--- src/rtl/bpu_bimodal_btb_pkg.sv ---
// ============================================================================
// Module      : bpu_bimodal_btb_pkg
// Description : Shared defaults and types for the bimodal/gshare BTB predictor.
// Revision    : 1.0 - initial release
// ============================================================================
`default_nettype none

package bpu_bimodal_btb_pkg;

    localparam int unsigned BPU_PC_W      = 32;
    localparam int unsigned BPU_ENTRIES   = 64;
    localparam int unsigned BPU_TAG_W     = 8;
    localparam int unsigned BPU_CTR_W     = 2;
    localparam int unsigned BPU_CTR_INIT  = 1;
    localparam int unsigned BPU_GHR_W     = 6;
    localparam int unsigned BPU_NUM_SLOTS = 2;

    typedef enum logic [0:0] {
        PHT_IDX_PC     = 1'b0,
        PHT_IDX_GSHARE = 1'b1
    } pht_idx_mode_e;

endpackage : bpu_bimodal_btb_pkg

`default_nettype wire

--- src/rtl/bpu_sat_ctr_next.sv ---
// ============================================================================
// Module      : bpu_sat_ctr_next
// Description : Combinational next value of a CTR_W-bit saturating counter.
// Revision    : 1.0 - initial release
// ============================================================================
`default_nettype none

module bpu_sat_ctr_next #(
    parameter int unsigned CTR_W = 2
) (
    input  logic [CTR_W-1:0] cur,
    input  logic             taken,
    output logic [CTR_W-1:0] nxt
);

    localparam logic [CTR_W-1:0] c_ctr_max = '1;
    localparam logic [CTR_W-1:0] c_ctr_min = '0;
    localparam logic [CTR_W-1:0] c_ctr_one = CTR_W'(1);

    always_comb begin
        nxt = cur;
        if (taken) begin
            if (cur != c_ctr_max) begin
                nxt = cur + c_ctr_one;
            end
        end else if (cur != c_ctr_min) begin
            nxt = cur - c_ctr_one;
        end
    end

endmodule : bpu_sat_ctr_next

`default_nettype wire

--- src/rtl/bpu_bimodal_btb.sv ---
// ============================================================================
// Module      : bpu_bimodal_btb
// Description : Direct-mapped BTB plus PHT of saturating counters, two
//               combinational lookup ports, trained from EX.
// Revision    : 1.0 - initial release
// ============================================================================
`default_nettype none

module bpu_bimodal_btb
    import bpu_bimodal_btb_pkg::*;
#(
    parameter int unsigned PC_W     = BPU_PC_W,
    parameter int unsigned ENTRIES  = BPU_ENTRIES,
    parameter int unsigned TAG_W    = BPU_TAG_W,
    parameter int unsigned CTR_W    = BPU_CTR_W,
    parameter int unsigned CTR_INIT = BPU_CTR_INIT,
    parameter int unsigned GSHARE   = 0,
    parameter int unsigned GHR_W    = BPU_GHR_W
) (
    input  logic             clk,
    input  logic             rst,
    input  logic [PC_W-1:0]  lk0_pc,
    output logic             lk0_hit,
    output logic             lk0_taken,
    output logic [PC_W-1:0]  lk0_target,
    input  logic [PC_W-1:0]  lk1_pc,
    output logic             lk1_hit,
    output logic             lk1_taken,
    output logic [PC_W-1:0]  lk1_target,
    output logic [GHR_W-1:0] ghr,
    input  logic             upd_valid,
    input  logic [PC_W-1:0]  upd_pc,
    input  logic             upd_is_jump,
    input  logic             upd_taken,
    input  logic [PC_W-1:0]  upd_target,
    input  logic [GHR_W-1:0] upd_ghr,
    input  logic             inv_all
);

    localparam int unsigned      c_idx_w    = $clog2(ENTRIES);
    localparam int unsigned      c_tag_lo   = c_idx_w + 2;
    localparam int unsigned      c_tag_hi   = c_idx_w + TAG_W + 1;
    localparam logic [CTR_W-1:0] c_ctr_init = CTR_W'(CTR_INIT);
    localparam pht_idx_mode_e    c_idx_mode = (GSHARE != 0) ? PHT_IDX_GSHARE : PHT_IDX_PC;

    logic                  r_valid_q  [ENTRIES];
    logic                  w_valid_d  [ENTRIES];
    logic [TAG_W-1:0]      r_tag_q    [ENTRIES];
    logic [TAG_W-1:0]      w_tag_d    [ENTRIES];
    logic [PC_W-1:0]       r_target_q [ENTRIES];
    logic [PC_W-1:0]       w_target_d [ENTRIES];
    logic                  r_jump_q   [ENTRIES];
    logic                  w_jump_d   [ENTRIES];
    logic [CTR_W-1:0]      r_pht_q    [ENTRIES];
    logic [CTR_W-1:0]      w_pht_d    [ENTRIES];
    logic [GHR_W-1:0]      r_ghr_q;
    logic [GHR_W-1:0]      w_ghr_d;
    logic [GHR_W-1:0]      w_ghr_shift;

    logic [PC_W-1:0]       w_lk_pc     [BPU_NUM_SLOTS];
    logic                  w_lk_hit    [BPU_NUM_SLOTS];
    logic                  w_lk_taken  [BPU_NUM_SLOTS];
    logic [PC_W-1:0]       w_lk_target [BPU_NUM_SLOTS];

    logic [c_idx_w-1:0]    w_upd_idx;
    logic [c_idx_w-1:0]    w_upd_pidx;
    logic [TAG_W-1:0]      w_upd_tag;
    logic [CTR_W-1:0]      w_upd_ctr_nxt;
    logic                  w_pht_we;
    logic                  w_btb_we;
    logic                  w_unused_bits;

    assign w_lk_pc[0] = lk0_pc;
    assign w_lk_pc[1] = lk1_pc;

    // Only the index and tag fields of each PC feed the tables
    assign w_unused_bits = ^{lk0_pc, lk1_pc, upd_pc, upd_ghr};

    for (genvar s = 0; s < BPU_NUM_SLOTS; s++) begin : g_lookup
        logic [c_idx_w-1:0] w_idx;
        logic [c_idx_w-1:0] w_pidx;
        logic [TAG_W-1:0]   w_tag;

        assign w_idx = w_lk_pc[s][c_idx_w+1:2];
        assign w_tag = w_lk_pc[s][c_tag_hi:c_tag_lo];

        if (c_idx_mode == PHT_IDX_GSHARE) begin : g_gshare
            assign w_pidx = w_idx ^ c_idx_w'(r_ghr_q);
        end else begin : g_bimodal
            assign w_pidx = w_idx;
        end

        assign w_lk_hit[s]    = r_valid_q[w_idx] && (r_tag_q[w_idx] == w_tag);
        assign w_lk_taken[s]  = w_lk_hit[s] && (r_jump_q[w_idx] || r_pht_q[w_pidx][CTR_W-1]);
        assign w_lk_target[s] = w_lk_hit[s] ? r_target_q[w_idx] : '0;
    end

    assign lk0_hit    = w_lk_hit[0];
    assign lk0_taken  = w_lk_taken[0];
    assign lk0_target = w_lk_target[0];
    assign lk1_hit    = w_lk_hit[1];
    assign lk1_taken  = w_lk_taken[1];
    assign lk1_target = w_lk_target[1];
    assign ghr        = r_ghr_q;

    assign w_upd_idx = upd_pc[c_idx_w+1:2];
    assign w_upd_tag = upd_pc[c_tag_hi:c_tag_lo];

    // Training uses the history seen at lookup time, not the current one
    if (c_idx_mode == PHT_IDX_GSHARE) begin : g_upd_gshare
        assign w_upd_pidx = w_upd_idx ^ c_idx_w'(upd_ghr);
    end else begin : g_upd_bimodal
        assign w_upd_pidx = w_upd_idx;
    end

    if (GHR_W == 1) begin : g_ghr_w1
        assign w_ghr_shift = upd_taken;
    end else begin : g_ghr_wn
        assign w_ghr_shift = {r_ghr_q[GHR_W-2:0], upd_taken};
    end

    assign w_pht_we = upd_valid && !upd_is_jump;
    assign w_btb_we = upd_valid && upd_taken && !inv_all;

    bpu_sat_ctr_next #(
        .CTR_W (CTR_W)
    ) u_sat_ctr (
        .cur   (r_pht_q[w_upd_pidx]),
        .taken (upd_taken),
        .nxt   (w_upd_ctr_nxt)
    );

    always_comb begin
        w_valid_d  = r_valid_q;
        w_tag_d    = r_tag_q;
        w_target_d = r_target_q;
        w_jump_d   = r_jump_q;
        w_pht_d    = r_pht_q;
        w_ghr_d    = r_ghr_q;

        if (w_pht_we) begin
            w_pht_d[w_upd_pidx] = w_upd_ctr_nxt;
            w_ghr_d             = w_ghr_shift;
        end

        if (inv_all) begin
            for (int unsigned i = 0; i < ENTRIES; i++) begin
                w_valid_d[i] = 1'b0;
            end
        end

        // Not-taken outcomes never allocate; taken ones replace whatever is there
        if (w_btb_we) begin
            w_valid_d[w_upd_idx]  = 1'b1;
            w_tag_d[w_upd_idx]    = w_upd_tag;
            w_target_d[w_upd_idx] = upd_target;
            w_jump_d[w_upd_idx]   = upd_is_jump;
        end
    end

    always_ff @(posedge clk) begin
        if (rst) begin
            for (int unsigned i = 0; i < ENTRIES; i++) begin
                r_valid_q[i] <= 1'b0;
                r_pht_q[i]   <= c_ctr_init;
            end
            r_ghr_q <= '0;
        end else begin
            r_valid_q <= w_valid_d;
            r_pht_q   <= w_pht_d;
            r_ghr_q   <= w_ghr_d;
        end
    end

    // Payload is qualified by the valid bits, so it needs no reset
    always_ff @(posedge clk) begin
        r_tag_q    <= w_tag_d;
        r_target_q <= w_target_d;
        r_jump_q   <= w_jump_d;
    end

endmodule : bpu_bimodal_btb

`default_nettype wire

--- config.mk ---
export PLATFORM = sky130hd
export DESIGN_NAME = bpu_bimodal_btb
export DESIGN_NICKNAME = d
export VERILOG_FILES = /design/src/rtl/bpu_bimodal_btb_pkg.sv /design/src/rtl/bpu_sat_ctr_next.sv /design/src/rtl/bpu_bimodal_btb.sv
export SDC_FILE = /design/constraint.sdc
export NUM_CORES = 2
export LEC_CHECK = 0
export BUFFER_PORTS_ARGS = -buffer_cell sky130_fd_sc_hd__clkbuf_2
export CAP_MARGIN = 5
export CORE_MARGIN = 8
export CORE_UTILIZATION = 45
export CTS_BUF_LIST = sky130_fd_sc_hd__clkbuf_16
export CTS_CLUSTER_SIZE = 10
export DETAILED_ROUTE_END_ITERATION = 6
export SLEW_MARGIN = 20
export SYNTH_ARGS = -nofsm -noshare
export SYNTH_HDL_FRONTEND = slang
export SYNTH_SLANG_ARGS = --single-unit
--- constraint.sdc ---
create_clock -name clk -period 9.6 [get_ports clk]
set_clock_uncertainty 0.05 [all_clocks]
set_input_delay 0.96 -clock clk [delete_from_list [all_inputs] [get_ports clk]]
set_output_delay 0.96 -clock clk [all_outputs]
set_load 0.005 [all_outputs]
Word level (Yosys, flattened, before mapping)
Cells that the tools add are included.

Input bits: 140. Bits in registers: 2822. Output and inout port bits: 74. Logic and storage cells: 399.

Equal/unequal tests: 3. Bitwise gates (word level): 4. Reduce and logical (&&, ||, !) cells: 13. Add/sub/neg operators: 2. Order comparisons: 4. Multiplexer cells: 52.

Operators by type and width (number): bitwise mux 2048 bit (1); bitwise mux 512 bit (1); binary-select mux 32 bit (select 6 bit) (2); 2-to-1 mux 32 bit (7); demux 32 bit (select 6 bit) (1); bitwise mux 128 bit (1); 2-to-1 mux 64 bit (2); binary-select mux 8 bit (select 6 bit) (2); bitwise mux 64 bit (1); bitwise OR 64 bit (1); demux 8 bit (select 6 bit) (1); 2-to-1 mux 8 bit (5); binary-select mux 2 bit (select 6 bit) (3); binary-select mux 1 bit (select 6 bit) (4); greater-or-equal comparator 7 bit (second input constant) (3); NOT 6 -> 7 bit (3); 2-to-1 mux 2 bit (10); == test 8 bit (2); demux 2 bit (select 6 bit) (1); 2-to-1 mux 1 bit (9); logical AND 1 bit (8); less-than comparator 7 x 1 -> 1 bit (second input constant) (1); demux 1 bit (select 6 bit) (1); adder 2 x 1 -> 2 bit (second input constant) (1); 5 further kinds (7).

Logic depth before layout (Yosys ltp)
Depth after elaboration: 8. Depth in mapped cells: 14. Gate-level depth less buffers: 8.

By module
A second synthesis with hierarchy kept.

Cell total of the unflattened synthesis: 6609. Area total of the unflattened synthesis: 130871.8 um^2.

Modules (own cells, without submodules): bpu_bimodal_btb (cells each 6606, area each 130845.5 um^2, instances 1); bpu_sat_ctr_next (cells each 3, area each 26.3 um^2, instances 1).

Worst setup path before layout
OpenSTA, ideal clock, no wires.

Kind: input port to output port. Start point: input port lk1_pc[2]. End point: output port lk1_target[3]. Path slack: 5.035 ns. Stages: 9. Arrival: 3.555 ns. Data required time: 8.590 ns. Path through: buf_4 > buf_6 > buf_2 > buf_2 > buf_2 > mux4_2 > mux4_2 > a221oi_1 > nor3_2.

Word-level cells in the longest chain between the ends: 7.

Ends and longest elaborated chain: start: declaration (line bpu_bimodal_btb.sv:26) `input logic [PC_W-1:0] lk1_pc,`; NOT 6 -> 7 bit (not written as such) * (line bpu_bimodal_btb.sv:93, bpu_bimodal_btb.sv:95); binary-select mux 8 bit (select 6 bit) (line bpu_bimodal_btb.sv:93) `assign w_lk_hit[s] = r_valid_q[w_idx] && (r_tag_q[w_idx] == w_tag);`; 2-to-1 mux 8 bit (not written as such) (2 in a row) (line bpu_bimodal_btb.sv:93); == test 8 bit (line bpu_bimodal_btb.sv:93); logical AND 1 bit (line bpu_bimodal_btb.sv:93); 2-to-1 mux 32 bit * (line bpu_bimodal_btb.sv:95) `assign w_lk_target[s] = w_lk_hit[s] ? r_target_q[w_idx] : '0;`; end: declaration (line bpu_bimodal_btb.sv:29) `output logic [PC_W-1:0] lk1_target,`.

Mark *: on every way between the ends. The rest lies on a longest branch, timed or not. The select of a mux whose other input is x is not followed.

Final worst setup path
Start point: input port lk1_pc[2]. End point: output port lk1_taken.

Word-level cells in the longest chain between the ends: 7.

Ends and longest elaborated chain: NOT 6 -> 7 bit (not written as such) * (line bpu_bimodal_btb.sv:93, bpu_bimodal_btb.sv:94); binary-select mux 8 bit (select 6 bit) (line bpu_bimodal_btb.sv:93); 2-to-1 mux 8 bit (not written as such) (2 in a row) (line bpu_bimodal_btb.sv:93); == test 8 bit (line bpu_bimodal_btb.sv:93); logical AND 1 bit (line bpu_bimodal_btb.sv:93); logical AND 1 bit * (line bpu_bimodal_btb.sv:94) `assign w_lk_taken[s] = w_lk_hit[s] && (r_jump_q[w_idx] || r_pht_q[w_pidx][CTR_W-1]);`; end: declaration (line bpu_bimodal_btb.sv:28) `output logic lk1_taken,`.

Marks and branches as above.

==> Implementation_results.wiki <==
{| class="wikitable"
! Metric !! Value
|-
| Area growth, synth to finish || 11.3%
|-
| Instance count after placement with tap cells included || 10300
|-
| Global placer's final weighted congestion || 0.856
|-
| Crit-path cells || buf_8 -> buf_4 -> mux4_2 -> a22oi_1 -> a21oi_1 -> nor3_1 -> a21o_1 -> xor2_4 -> nand2_2 -> nor3b_1 -> clkbuf_2
|-
| Total CTS buffers || 334
|-
| Via Count || 76600
|-
| TritonCTS clock tree || yes
|-
| Number of maximum-capacitance violations || 0
|-
| Count of routing violations after the opening detailed-route iteration || 11900
|-
| Largest delay contributor family on the critical path || simple AND/OR/NAND/NOR gates
|-
| Mapped Nets || 6700
|-
| Fraction of the yosys area taken by sequential cells || 63.1%
|-
| Number of global-route vias before repair || 76700
|-
| Initial core utilization || 45.1%
|-
| Cell variety after synth || 81
|-
| Crit path depth || 11
|-
| Critical path class || in2out
|-
| Max-slew violations || 0
|-
| Leading area contributor after synthesis || sky130_fd_sc_hd__edfxtp_1
|-
| Launching instance or port of the critical path || lk1_pc[2]
|-
| Overall die height || 556 um
|-
| Detailed-route wire length per cell || 42.5 um
|-
| Reg-to-Reg Start || r_pht_q[115]
|-
| Depth of the worst register-to-register path || 8
|-
| Clock input transition at the sequential cells of the worst setup and hold paths || 0.05 ns
|-
| Wire length after detailed routing || 458000 um
|-
| Per-instance average area after synthesis || 20.0 um^2
|-
| Antenna-violating nets left || 0
|-
| Hold-fix buffers at CTS || 0
|-
| Skew-Pair Late Insertion Delay || 0.88 ns
|-
| PortBufs || 153
|-
| Number of detailed-routing iterations run before antenna repair || 5
|-
| CP Max Fanout || 55
|-
| Commonest non-fill, non-tap cell in the layout || sky130_fd_sc_hd__edfxtp_1
|-
| Number of top-level pins || 214
|-
| Number of levels the H-tree was split into || 5
|-
| Layout cell share with drive strength beyond 1 || 36.1%
|-
| Largest net degree at the start of global routing || 115
|-
| Result of the run || complete, no violations
|-
| Kind of start point of the critical path || primary input
|-
| Overall power consumption || 26.8 mW
|-
| Remaining global-route overflow || 0
|-
| Total of warnings raised by yosys || 0
|-
| Total of flip-flops plus latches after synthesis || 2822
|-
| WP data required || 8.59 ns
|-
| Top cell type's share of synthesized area || 60.1%
|-
| GRT Resource Usage Total || 29.1%
|-
| Post-synth EDFFs || 2624
|-
| Flip-flop cell with the highest count after synthesis || sky130_fd_sc_hd__edfxtp_1
|-
| Cell count after synthesis || 6560
|-
| Worst-case register-to-register setup slack || 5.86 ns
|-
| Maximum ir drop on the vdd rail || 0.152 mV
|-
| Pwr/cell area || 184 nW/um^2
|-
| Num rows || 198
|-
| Setup-violating endpoint count in the final report || 0
|-
| Minimum period implied by the final worst setup slack || 7.00 ns
|-
| Maximum cell stage delay along the critical path || 0.78 ns
|-
| Transition time of the tightest slew-check pin || 1.19 ns
|-
| Worst endpoint data arrival time || 5.99 ns
|-
| Vias per Instance || 7.11
|-
| Die Footprint || 309000 um^2
|-
| Leading post-synthesis cells by cell area || sky130_fd_sc_hd__edfxtp_1 60%, sky130_fd_sc_hd__mux4_2 27%, sky130_fd_sc_hd__dfxtp_1 3.0%, sky130_fd_sc_hd__mux2i_1 0.93%, sky130_fd_sc_hd__nor2_1 0.92%
|-
| Count of buffering cells on the critical path with inverters included || 3
|-
| Final Non-Filler Cells || 10800
|-
| Kind of capture point of the worst setup path || output pin
|-
| Top achievable clock speed || 0.143 GHz
|-
| Share of synthesized flip-flops with an asynchronous set or reset || 0%
|-
| Period utilisation layout || 72.9%
|-
| Destination of the critical timing path || lk1_taken
|-
| Clock net sink count || 2822
|-
| Detailed-route DRC error count || 0
|-
| Worst relative slew slack || 20.3%
|-
| Std-Cell Core Area || 291000 um^2
|-
| Slowest CP cell || sky130_fd_sc_hd__buf_4
|-
| Syn Std Cell Area || 131000 um^2
|-
| P_leak || 45.1 nW
|-
| Final Net Count || 6883
|-
| Most frequent cells in the layout || 2624 x sky130_fd_sc_hd__edfxtp_1, 1588 x sky130_fd_sc_hd__mux4_2, 340 x sky130_fd_sc_hd__clkbuf_16
|-
| Final core utilization || 50.2%
|-
| Reg-to-reg critical path endpoint || r_pht_q[16]
|-
| DP HPWL || 257000 um
|-
| Global-route wire length before repair || 627000 um
|-
| Width of the chip || 556 um
|-
| Clk Tree Root Cell || sky130_fd_sc_hd__clkbuf_16
|-
| Path type of the worst min-delay path || in2reg
|-
| Number of gates resized after cts || 0
|-
| Clk buf depth || 4
|-
| Sum of negative setup slack || 0 ns
|-
| Antenna violations before repair || 37
|-
| Setup repair after global routing missed its margin || no
|-
| Critical hold path startpoint || upd_taken
|-
| Hold violation count in the final report || 0
|-
| Total setup buffers inserted after CTS || 0
|}
[cell type report]
type	count	area, um^2
timing repair buffer	375	2820
tap	3900	4880
fill	23000	145000
inverter	11	48.8
clock inverter	108	613
clock buffer	340	8510
antenna	15	37.5
sequential	2822	82800
multi-input combinational	3199	46300
[worst register-to-register path, delay by kind of cell (launching register included)]
kind / cells / cell delay, ns
AOI/OAI and AO/OA: 4 / 1.12
adders and majority gates: 1 / 0.85
muxes: 2 / 0.68
buffers and inverters: 1 / 0.48
DFF: 1 / 0.34
[routing by layer]
layer  part of all wire (%)  global-route usage [%]  vias to the layer above
li1                       -                       -                    28700
met1                     37                    39.4                    41700
met2                     47                    45.4                     5247
met3                     11                    6.99                      931
met4                    4.8                    12.1                       18
met5                  0.025                       0                        -
[power by group]
group | internal, mW | switching [mW]
clock network | 6.31 | 4.87
registers | 13.5 | 0.0124
logic | 0.841 | 1.29
total | 20.6 | 6.18
[logic make-up after synthesis]
kind of cell             synth area share [%]
flip-flops                               63.1
multiplexers                             28.5
AND/OR/NAND/NOR                          2.93
AO/OA/AOI/OAI                            3.31
buffers and inverters                    2.07
XOR/XNOR                               0.0668
adder cells (fa/ha/maj)                0.0153
[worst min-delay path by stage]
| stage | cells past startpoint | to | slack (ns) |
|---|---|---|---|
| 2_1_floorplan | 2 | r_pht_q[56] | 0.38 |
| 3_3_place_gp | 2 | r_pht_q[50] | 0.40 |
| 3_5_place_dp | 2 | r_pht_q[8] | 0.41 |
| 4_1_cts | 3 | ghr[0] | 0.30 |
| 5_1_grt | 3 | ghr[0] | 0.33 |
| 6_report | 3 | ghr[0] | 0.35 |
[registers in the layout, indices dropped and copies added, names as in the netlist]
| signal | cells |
|---|---|
| r_jump_q | 64 |
| r_pht_q | 128 |
| r_tag_q | 512 |
| ghr | 6 |
| r_valid_q | 64 |
| r_target_q | 2048 |
[synthesized netlist by cell type, types with 10 or more instances]
library cell               number
sky130_fd_sc_hd__a31oi_1       13
sky130_fd_sc_hd__buf_1         72
sky130_fd_sc_hd__mux2i_1      122
sky130_fd_sc_hd__o21ai_0      110
sky130_fd_sc_hd__nor3_2        18
sky130_fd_sc_hd__dfxtp_1      198
sky130_fd_sc_hd__o311ai_0      27
sky130_fd_sc_hd__buf_6         22
sky130_fd_sc_hd__and3_1        13
sky130_fd_sc_hd__o211ai_1      14
sky130_fd_sc_hd__buf_4         69
sky130_fd_sc_hd__nand2_1      174
sky130_fd_sc_hd__nand3_1       53
sky130_fd_sc_hd__nand4_1       18
sky130_fd_sc_hd__a21oi_1      116
sky130_fd_sc_hd__nor2b_1      103
sky130_fd_sc_hd__a22oi_1       72
sky130_fd_sc_hd__inv_1         10
sky130_fd_sc_hd__a211oi_1      72
sky130_fd_sc_hd__o22ai_1       29
sky130_fd_sc_hd__buf_2        201
sky130_fd_sc_hd__mux2_2        36
sky130_fd_sc_hd__edfxtp_1    2624
sky130_fd_sc_hd__nor2_1       320
sky130_fd_sc_hd__o21a_1        66
sky130_fd_sc_hd__mux4_2      1588
sky130_fd_sc_hd__clkbuf_1     163
sky130_fd_sc_hd__nand2b_1      14
sky130_fd_sc_hd__nor3_1        51
sky130_fd_sc_hd__a22o_1        20
sky130_fd_sc_hd__a221oi_1      29
[metrics by stage]
| step | hold WS (ns) | setup slack (ns) | cell area [um^2] |
|---|---|---|---|
| 5_1_grt | 0.326 | 2.37 | 146000 |
| 3_5_place_dp | 0.407 | 2.50 | 137000 |
| 4_1_cts | 0.296 | 2.49 | 146000 |
| 3_3_place_gp | 0.398 | 2.53 | 137000 |
| 6_report | 0.348 | 2.60 | 146000 |
| 2_1_floorplan | 0.380 | 5.03 | 131000 |
No activity file was read; power rests on OpenSTA's default activity.
